File: config.mk
export PLATFORM = sky130hd
export DESIGN_NAME = prog_sequencer_flat
export DESIGN_NICKNAME = d
export VERILOG_FILES = /design/src/rtl/prog_sequencer_if.sv /design/src/rtl/prog_sequencer.sv /design/src/flat_wrapper.sv
export SDC_FILE = /design/constraint.sdc
export NUM_CORES = 1
export LEC_CHECK = 0
export CAP_MARGIN = 20
export CORE_MARGIN = 4
export CORE_UTILIZATION = 56
export DETAILED_ROUTE_END_ITERATION = 8
export DONT_BUFFER_PORTS = 1
export PLACE_DENSITY = 0.74
export SLEW_MARGIN = 40
export SYNTH_ARGS = -nofsm -noshare
export SYNTH_HDL_FRONTEND = slang
export SYNTH_SLANG_ARGS = --single-unit
File: constraint.sdc
create_clock -name CLK -period 2.1 [get_ports CLK]
set_clock_uncertainty 0.1 [all_clocks]
set_input_delay 0 -clock CLK [delete_from_list [all_inputs] [get_ports CLK]]
set_output_delay 0 -clock CLK [all_outputs]
set_load 0.01 [all_outputs]
File: src/rtl/prog_sequencer_if.sv
// prog_sequencer_if
//   Groups the control/status signals of the program sequencer.
//   Start/Abort      : sequence control from the top-level start logic
//   Halt             : halt flag returned by the fetch stage
//   Init/ProgState   : fetch-stage Init and program index
//   Busy/Done        : sequencer status
//   CycleCount/CountValid : per-program RUN cycle count and its update pulse
//   Timeout          : sticky watchdog flag (always 0 unless PROG_WATCHDOG_EN)
// Modports:
//   master : the sequencer itself (drives Init/ProgState and status)
//   slave  : the surrounding logic (drives Start/Abort/Halt)
interface prog_sequencer_if;
    logic        Start;
    logic        Abort;
    logic        Halt;
    logic        Init;
    logic [1:0]  ProgState;
    logic        Busy;
    logic        Done;
    logic [15:0] CycleCount;
    logic        CountValid;
    logic        Timeout;

    modport master (
        input  Start, Abort, Halt,
        output Init, ProgState, Busy, Done, CycleCount, CountValid, Timeout
    );

    modport slave (
        output Start, Abort, Halt,
        input  Init, ProgState, Busy, Done, CycleCount, CountValid, Timeout
    );
endinterface

File: src/rtl/prog_sequencer.sv
// prog_sequencer
//   Upstream controller for the instruction-fetch stage. On Start it runs
//   programs 0..NUM_PROGS-1 back to back: each is held in Init for
//   INIT_CYCLES cycles, released, and run until the fetch stage raises Halt.
//   The RUN-cycle count of each program is reported on CycleCount with a
//   one-cycle CountValid pulse; after the last program Done is raised.
// Ports:
//   CLK   : clock, all state changes on posedge
//   Reset : synchronous, active-high reset
//   bus   : prog_sequencer_if.master (Start, Abort, Halt in;
//           Init, ProgState, Busy, Done, CycleCount, CountValid, Timeout out)
// Build option:
//   PROG_WATCHDOG_EN : when defined, a program whose RUN count reaches
//   WDOG_LIMIT without a qualified Halt is aborted and Timeout is set
//   (sticky until the next Start or Reset). When undefined Timeout is 0.
module prog_sequencer #(
    parameter int unsigned NUM_PROGS   = 3,
    parameter int unsigned INIT_CYCLES = 2
`ifdef PROG_WATCHDOG_EN
    ,
    parameter int unsigned WDOG_LIMIT  = 1000
`endif
) (
    input logic              CLK,
    input logic              Reset,
    prog_sequencer_if.master bus
);

    localparam int unsigned INIT_W    = (INIT_CYCLES > 1) ? $clog2(INIT_CYCLES) : 1;
    localparam logic [INIT_W-1:0] INIT_LAST = INIT_W'(INIT_CYCLES - 1);
    localparam logic [1:0]        LAST_IDX  = 2'(NUM_PROGS - 1);

    typedef enum logic [1:0] {
        S_IDLE,
        S_INIT,
        S_RUN,
        S_DONE
    } state_t;

    state_t              state_q, state_d;
    logic [1:0]          idx_q, idx_d;
    logic [INIT_W-1:0]   init_cnt_q, init_cnt_d;
    logic [15:0]         run_cnt_q, run_cnt_d;
    logic [15:0]         cycle_count_q, cycle_count_d;
    logic                count_valid_q, count_valid_d;
    logic                init_q, init_d;
    logic [1:0]          prog_state_q, prog_state_d;
    logic                busy_q, busy_d;
    logic                done_q, done_d;
    logic                halt_qual;
`ifdef PROG_WATCHDOG_EN
    logic                timeout_q, timeout_d;
    logic                wdog_hit;
`endif

    // ------------------------------------------------------------------
    // Next-state and next-output logic
    // ------------------------------------------------------------------
    always_comb begin
        state_d       = state_q;
        idx_d         = idx_q;
        init_cnt_d    = init_cnt_q;
        run_cnt_d     = run_cnt_q;
        cycle_count_d = cycle_count_q;
        count_valid_d = 1'b0;
        halt_qual     = 1'b0;
`ifdef PROG_WATCHDOG_EN
        timeout_d     = timeout_q;
        wdog_hit      = 1'b0;
`endif

        if (bus.Abort) begin
            // CycleCount and Timeout deliberately keep their values.
            state_d    = S_IDLE;
            idx_d      = '0;
            init_cnt_d = '0;
            run_cnt_d  = '0;
        end else begin
            case (state_q)
                S_IDLE, S_DONE: begin
                    if (bus.Start) begin
                        state_d    = S_INIT;
                        idx_d      = '0;
                        init_cnt_d = '0;
`ifdef PROG_WATCHDOG_EN
                        timeout_d  = 1'b0;
`endif
                    end
                end

                S_INIT: begin
                    if (init_cnt_q == INIT_LAST) begin
                        state_d   = S_RUN;
                        run_cnt_d = '0;
                    end else begin
                        init_cnt_d = init_cnt_q + 1'b1;
                    end
                end

                S_RUN: begin
                    // The fetch stage keeps Halt from the previous program
                    // until it leaves Init, so Halt seen at run_cnt == 0 is stale.
                    halt_qual = bus.Halt && (run_cnt_q != '0);
`ifdef PROG_WATCHDOG_EN
                    wdog_hit  = !halt_qual && ({16'd0, run_cnt_q} == WDOG_LIMIT);
                    if (halt_qual || wdog_hit) begin
                        if (wdog_hit) begin
                            timeout_d = 1'b1;
                        end
`else
                    if (halt_qual) begin
`endif
                        // On a watchdog hit run_cnt equals WDOG_LIMIT here.
                        cycle_count_d = run_cnt_q;
                        count_valid_d = 1'b1;
                        init_cnt_d    = '0;
                        if (idx_q == LAST_IDX) begin
                            state_d = S_DONE;
                        end else begin
                            idx_d   = idx_q + 2'd1;
                            state_d = S_INIT;
                        end
                    end else if (run_cnt_q != '1) begin
                        run_cnt_d = run_cnt_q + 16'd1;
                    end
                end

                default: begin
                    state_d = S_IDLE;
                    idx_d   = '0;
                end
            endcase
        end

        // Outputs are registered copies of what the next state implies.
        init_d       = (state_d != S_RUN);
        busy_d       = (state_d == S_INIT) || (state_d == S_RUN);
        done_d       = (state_d == S_DONE);
        prog_state_d = busy_d ? idx_d : '0;
    end

    // ------------------------------------------------------------------
    // State and output registers
    // ------------------------------------------------------------------
    always_ff @(posedge CLK) begin
        if (Reset) begin
            state_q       <= S_IDLE;
            idx_q         <= '0;
            init_cnt_q    <= '0;
            run_cnt_q     <= '0;
            cycle_count_q <= '0;
            count_valid_q <= 1'b0;
            init_q        <= 1'b1;
            prog_state_q  <= '0;
            busy_q        <= 1'b0;
            done_q        <= 1'b0;
`ifdef PROG_WATCHDOG_EN
            timeout_q     <= 1'b0;
`endif
        end else begin
            state_q       <= state_d;
            idx_q         <= idx_d;
            init_cnt_q    <= init_cnt_d;
            run_cnt_q     <= run_cnt_d;
            cycle_count_q <= cycle_count_d;
            count_valid_q <= count_valid_d;
            init_q        <= init_d;
            prog_state_q  <= prog_state_d;
            busy_q        <= busy_d;
            done_q        <= done_d;
`ifdef PROG_WATCHDOG_EN
            timeout_q     <= timeout_d;
`endif
        end
    end

    assign bus.Init       = init_q;
    assign bus.ProgState  = prog_state_q;
    assign bus.Busy       = busy_q;
    assign bus.Done       = done_q;
    assign bus.CycleCount = cycle_count_q;
    assign bus.CountValid = count_valid_q;
`ifdef PROG_WATCHDOG_EN
    assign bus.Timeout    = timeout_q;
`else
    assign bus.Timeout    = 1'b0;
`endif

endmodule

File: src/flat_wrapper.sv
// flat-port wrapper written by rule: the top's interface ports become plain ports
module prog_sequencer_flat 
#(
    parameter int unsigned NUM_PROGS   = 3,
    parameter int unsigned INIT_CYCLES = 2

)
  (CLK, Reset, bus_Start, bus_Abort, bus_Halt, bus_Init, bus_ProgState, bus_Busy, bus_Done, bus_CycleCount, bus_CountValid, bus_Timeout);
  prog_sequencer_if bus_i ();
  input logic CLK;
  input logic Reset;
  input wire logic [$bits(bus_i.Start)-1:0] bus_Start;
  input wire logic [$bits(bus_i.Abort)-1:0] bus_Abort;
  input wire logic [$bits(bus_i.Halt)-1:0] bus_Halt;
  output wire logic [$bits(bus_i.Init)-1:0] bus_Init;
  output wire logic [$bits(bus_i.ProgState)-1:0] bus_ProgState;
  output wire logic [$bits(bus_i.Busy)-1:0] bus_Busy;
  output wire logic [$bits(bus_i.Done)-1:0] bus_Done;
  output wire logic [$bits(bus_i.CycleCount)-1:0] bus_CycleCount;
  output wire logic [$bits(bus_i.CountValid)-1:0] bus_CountValid;
  output wire logic [$bits(bus_i.Timeout)-1:0] bus_Timeout;
  assign bus_i.Start = bus_Start;
  assign bus_i.Abort = bus_Abort;
  assign bus_i.Halt = bus_Halt;
  assign bus_Init = bus_i.Init;
  assign bus_ProgState = bus_i.ProgState;
  assign bus_Busy = bus_i.Busy;
  assign bus_Done = bus_i.Done;
  assign bus_CycleCount = bus_i.CycleCount;
  assign bus_CountValid = bus_i.CountValid;
  assign bus_Timeout = bus_i.Timeout;
  prog_sequencer #(.NUM_PROGS(NUM_PROGS), .INIT_CYCLES(INIT_CYCLES)) u_core (.CLK(CLK), .Reset(Reset), .bus(bus_i));
endmodule
==> run summary <==
Vias = 1789
Worst slew pin tran = 580 ps
RSZ-0062 raised after global routing = true
Seq/Total Area, Yosys = 0.420
Clock Path Buffers = 2
Top delay family on crit path = simple AND/OR/NAND/NOR gates
#FFs+latches synth = 43
P per Cell Area = 602 nW/um2
Post-synth cell types = 44
DRC = 0
Total Power = 0.00155 W
Largest net degree at the start of global routing = 22
Mapped cell area = 2050 um2
Synth top area cells = dfxtp_1 42%, mux2i_1 8.3%, nor2_1 5.1%
Core ar. = 3440 um2
Vias in the first global route = 1781
Synth Area per Inst = 9.07 um2
Post-synth top area share = 0.420
DR vias/cell = 5.87
Setup TNS = -29.7 ps
Die area = 4690 um2
First-pass GRT wire length = 8400 um
Worst vdd ir = 0.514 mV
Crit-path cells = inv_1, ha_1, buf_4, nand3_1, o221ai_4, or4_1, nand2_1
Synth Area in XOR/XNOR = 0.0128
Total wire length = 5160 um
GP Congestion = 0.877
Critical path capture point type = flip-flop
Setup slack after layout = -28.4 ps
DPL Wire Length = 3420 um
Critical path data required time = 2240 ps
Worst setup path startpoint = u_core.state_q[0]
Area of the multi-input gates = 1190 um2
WP buf/inv = 2
# fillers = 239
Commonest cells after routing, fill and taps aside = 39 x dfxtp_1, 30 x buf_4, 26 x nor2_1, 17 x mux2i_1
Die H = 68.5 um
Synthesized instance count = 226
Top cell type by total area after synthesis = dfxtp_1
Pleak = 0.935 nW
Post-DRT Antenna Nets = 0
Mux cell area share after synthesis = 0.0830
GR Overflow Total = 0
Status = finished, violations left
Placement Setup Slack = -92.4 ps
Critical R2R Launch = u_core.state_q[0]
Final hold violation count = 21
Starting Density = 0.596
Crit path DAT = 2270 ps
Critical-path top delay cell = or4_1
DR WL/cell = 16.9 um
Asr flop ratio synth = 0
Row count = 21
Slew HR = 0.611
Layout area overhead = 25.2%
Ys flop type = dfxtp_1
Number of flops mapped to enable cells by yosys = 0
Num CTS Buffers = 5
Post-placement cell area = 2270 um2
Worst-path fanout max = 13
CTS HTree Levels = 2
Hold slack = -342 ps
Die Wd = 68.5 um
Layout cells sized above 1 = 0.247
Final Cycle Share = 1.01
Syn. warnings = 0
Setup violators final = 2
Antenna violations before repair = 0
Main combinational cell family by area after synthesis = simple AND/OR/NAND/NOR gates
Antenna cells = 0
Critical path's largest stage delay = 530 ps
Clock-pin slew on the worst setup and hold paths = 80 ps
Mapped Nets = 239
Root Buffer = clkbuf_8
Final nets = 271
Crit Path Class = flip-flop to flip-flop
Final Cell Area = 2570 um2
Max Clk Rate = 0.470 GHz
IO Count = 28
Worst min path class = primary input to flip-flop
Sequential Area = 866 um2
CTS tree = built
Adder-cell share of the synthesized area = 0.0488
Worst hold start = Reset
Worst skew pair latency = 300 ps
Post-Synth Simple-Gate Area = 0.228
Max Cap Viol = 0
Failing checks = negative hold slack, negative setup slack
Min Clock Period, post-route = 2130 ps
GR Util All Layers = 0.243
Starting DRT DRC Count = 133
Cts hold-fix bufs = 4
DRT Pass-1 Iters = 4
Count of port buffers added during placement = 0
TritonCTS Sinks = 43
Leading cell type in the layout, fill and taps excluded = dfxtp_1
Startpoint types = flip-flop
Pins Over Slew Limit = 0
Post-synthesis compound-gate area fraction = 0.145
-- path summary, 6_finish.rpt --
kind,endpoint,slack (ps),depth (start not counted)
worst min-delay path,u_core.bus.Busy,-340,1
worst max-delay path,u_core.run_cnt_q[8],-30,7
worst min register to register,u_core.idx_q[0],430,2
worst max register to register,u_core.run_cnt_q[8],-30,7
-- layout make-up --
class	instances	area share
Multi-Input combinational cell	160	0.463
Sequential cell	43	0.337
Timing Repair Buffer	35	0.111
Clock buffer	6	0.0322
Tap cell	46	0.0224
Inverter	13	0.0205
Clock inverter	2	0.0136
-- stage by stage --
step,cells,utilization
global route,305,0.746
floorplan,226,-
CTS,303,0.721
finish,305,0.746
global placement,287,0.660
detailed placement,287,0.660
-- what timing repair did --
item / in CTS / in global routing
gates resized for setup: 5 / 11
setup buffers: 3 / 2
endpoints found under the setup margin: 18 / 35
hold endpoints to repair: 26 / 21
pin swaps: 4 / 3
gates cloned: 1 / 0
-- state kept, by name, indices dropped and copies added, names as in the netlist, 2 cells and up --
| register | flops |
|---|---|
| u_core.idx_q | 2 |
| u_core.bus.CycleCount | 16 |
| u_core.run_cnt_q | 16 |
| u_core.state_q | 2 |
| u_core.bus.ProgState | 2 |
-- routing by layer --
layer / track usage / vias up / part of all wire
li1: - / 872 / -
met1: 0.296 / 852 / 0.42
met2: 0.405 / 58 / 0.50
met3: 0.0681 / 7 / 0.064
met4: 0.0918 / 0 / 0.015
met5: 0 / - / 0
-- Yosys cell counts, types with 4 or more instances --
cell and n:
a21oi_1 14, inv_1 12, nor2_1 28, nand2_1 11, nand3_1 6, dfxtp_1 43, mux2i_1 17, ha_1 8
or3_1 12, nand4_1 6, o21ai_0 14, clkbuf_1 4, and2_1 5
-- cells by family after synthesis --
logic type               after synthesis
other                                  1
multiplexers                          17
AND/OR/NAND/NOR                       86
XOR/XNOR                               3
buffers and inverters                 24
AO/OA/AOI/OAI                         44
adder cells (fa/ha/maj)                8
flip-flops                            43
-- report_power, final --
group	internal, W	total, W	switching (W)	leakage, nW
sequential	0.000817	0.000820	0.00000269	0.349
clock	0.000385	0.000669	0.000285	0.0612
combinational	0.0000257	0.0000562	0.0000305	0.525
Power figures use the tool's default switching activity.
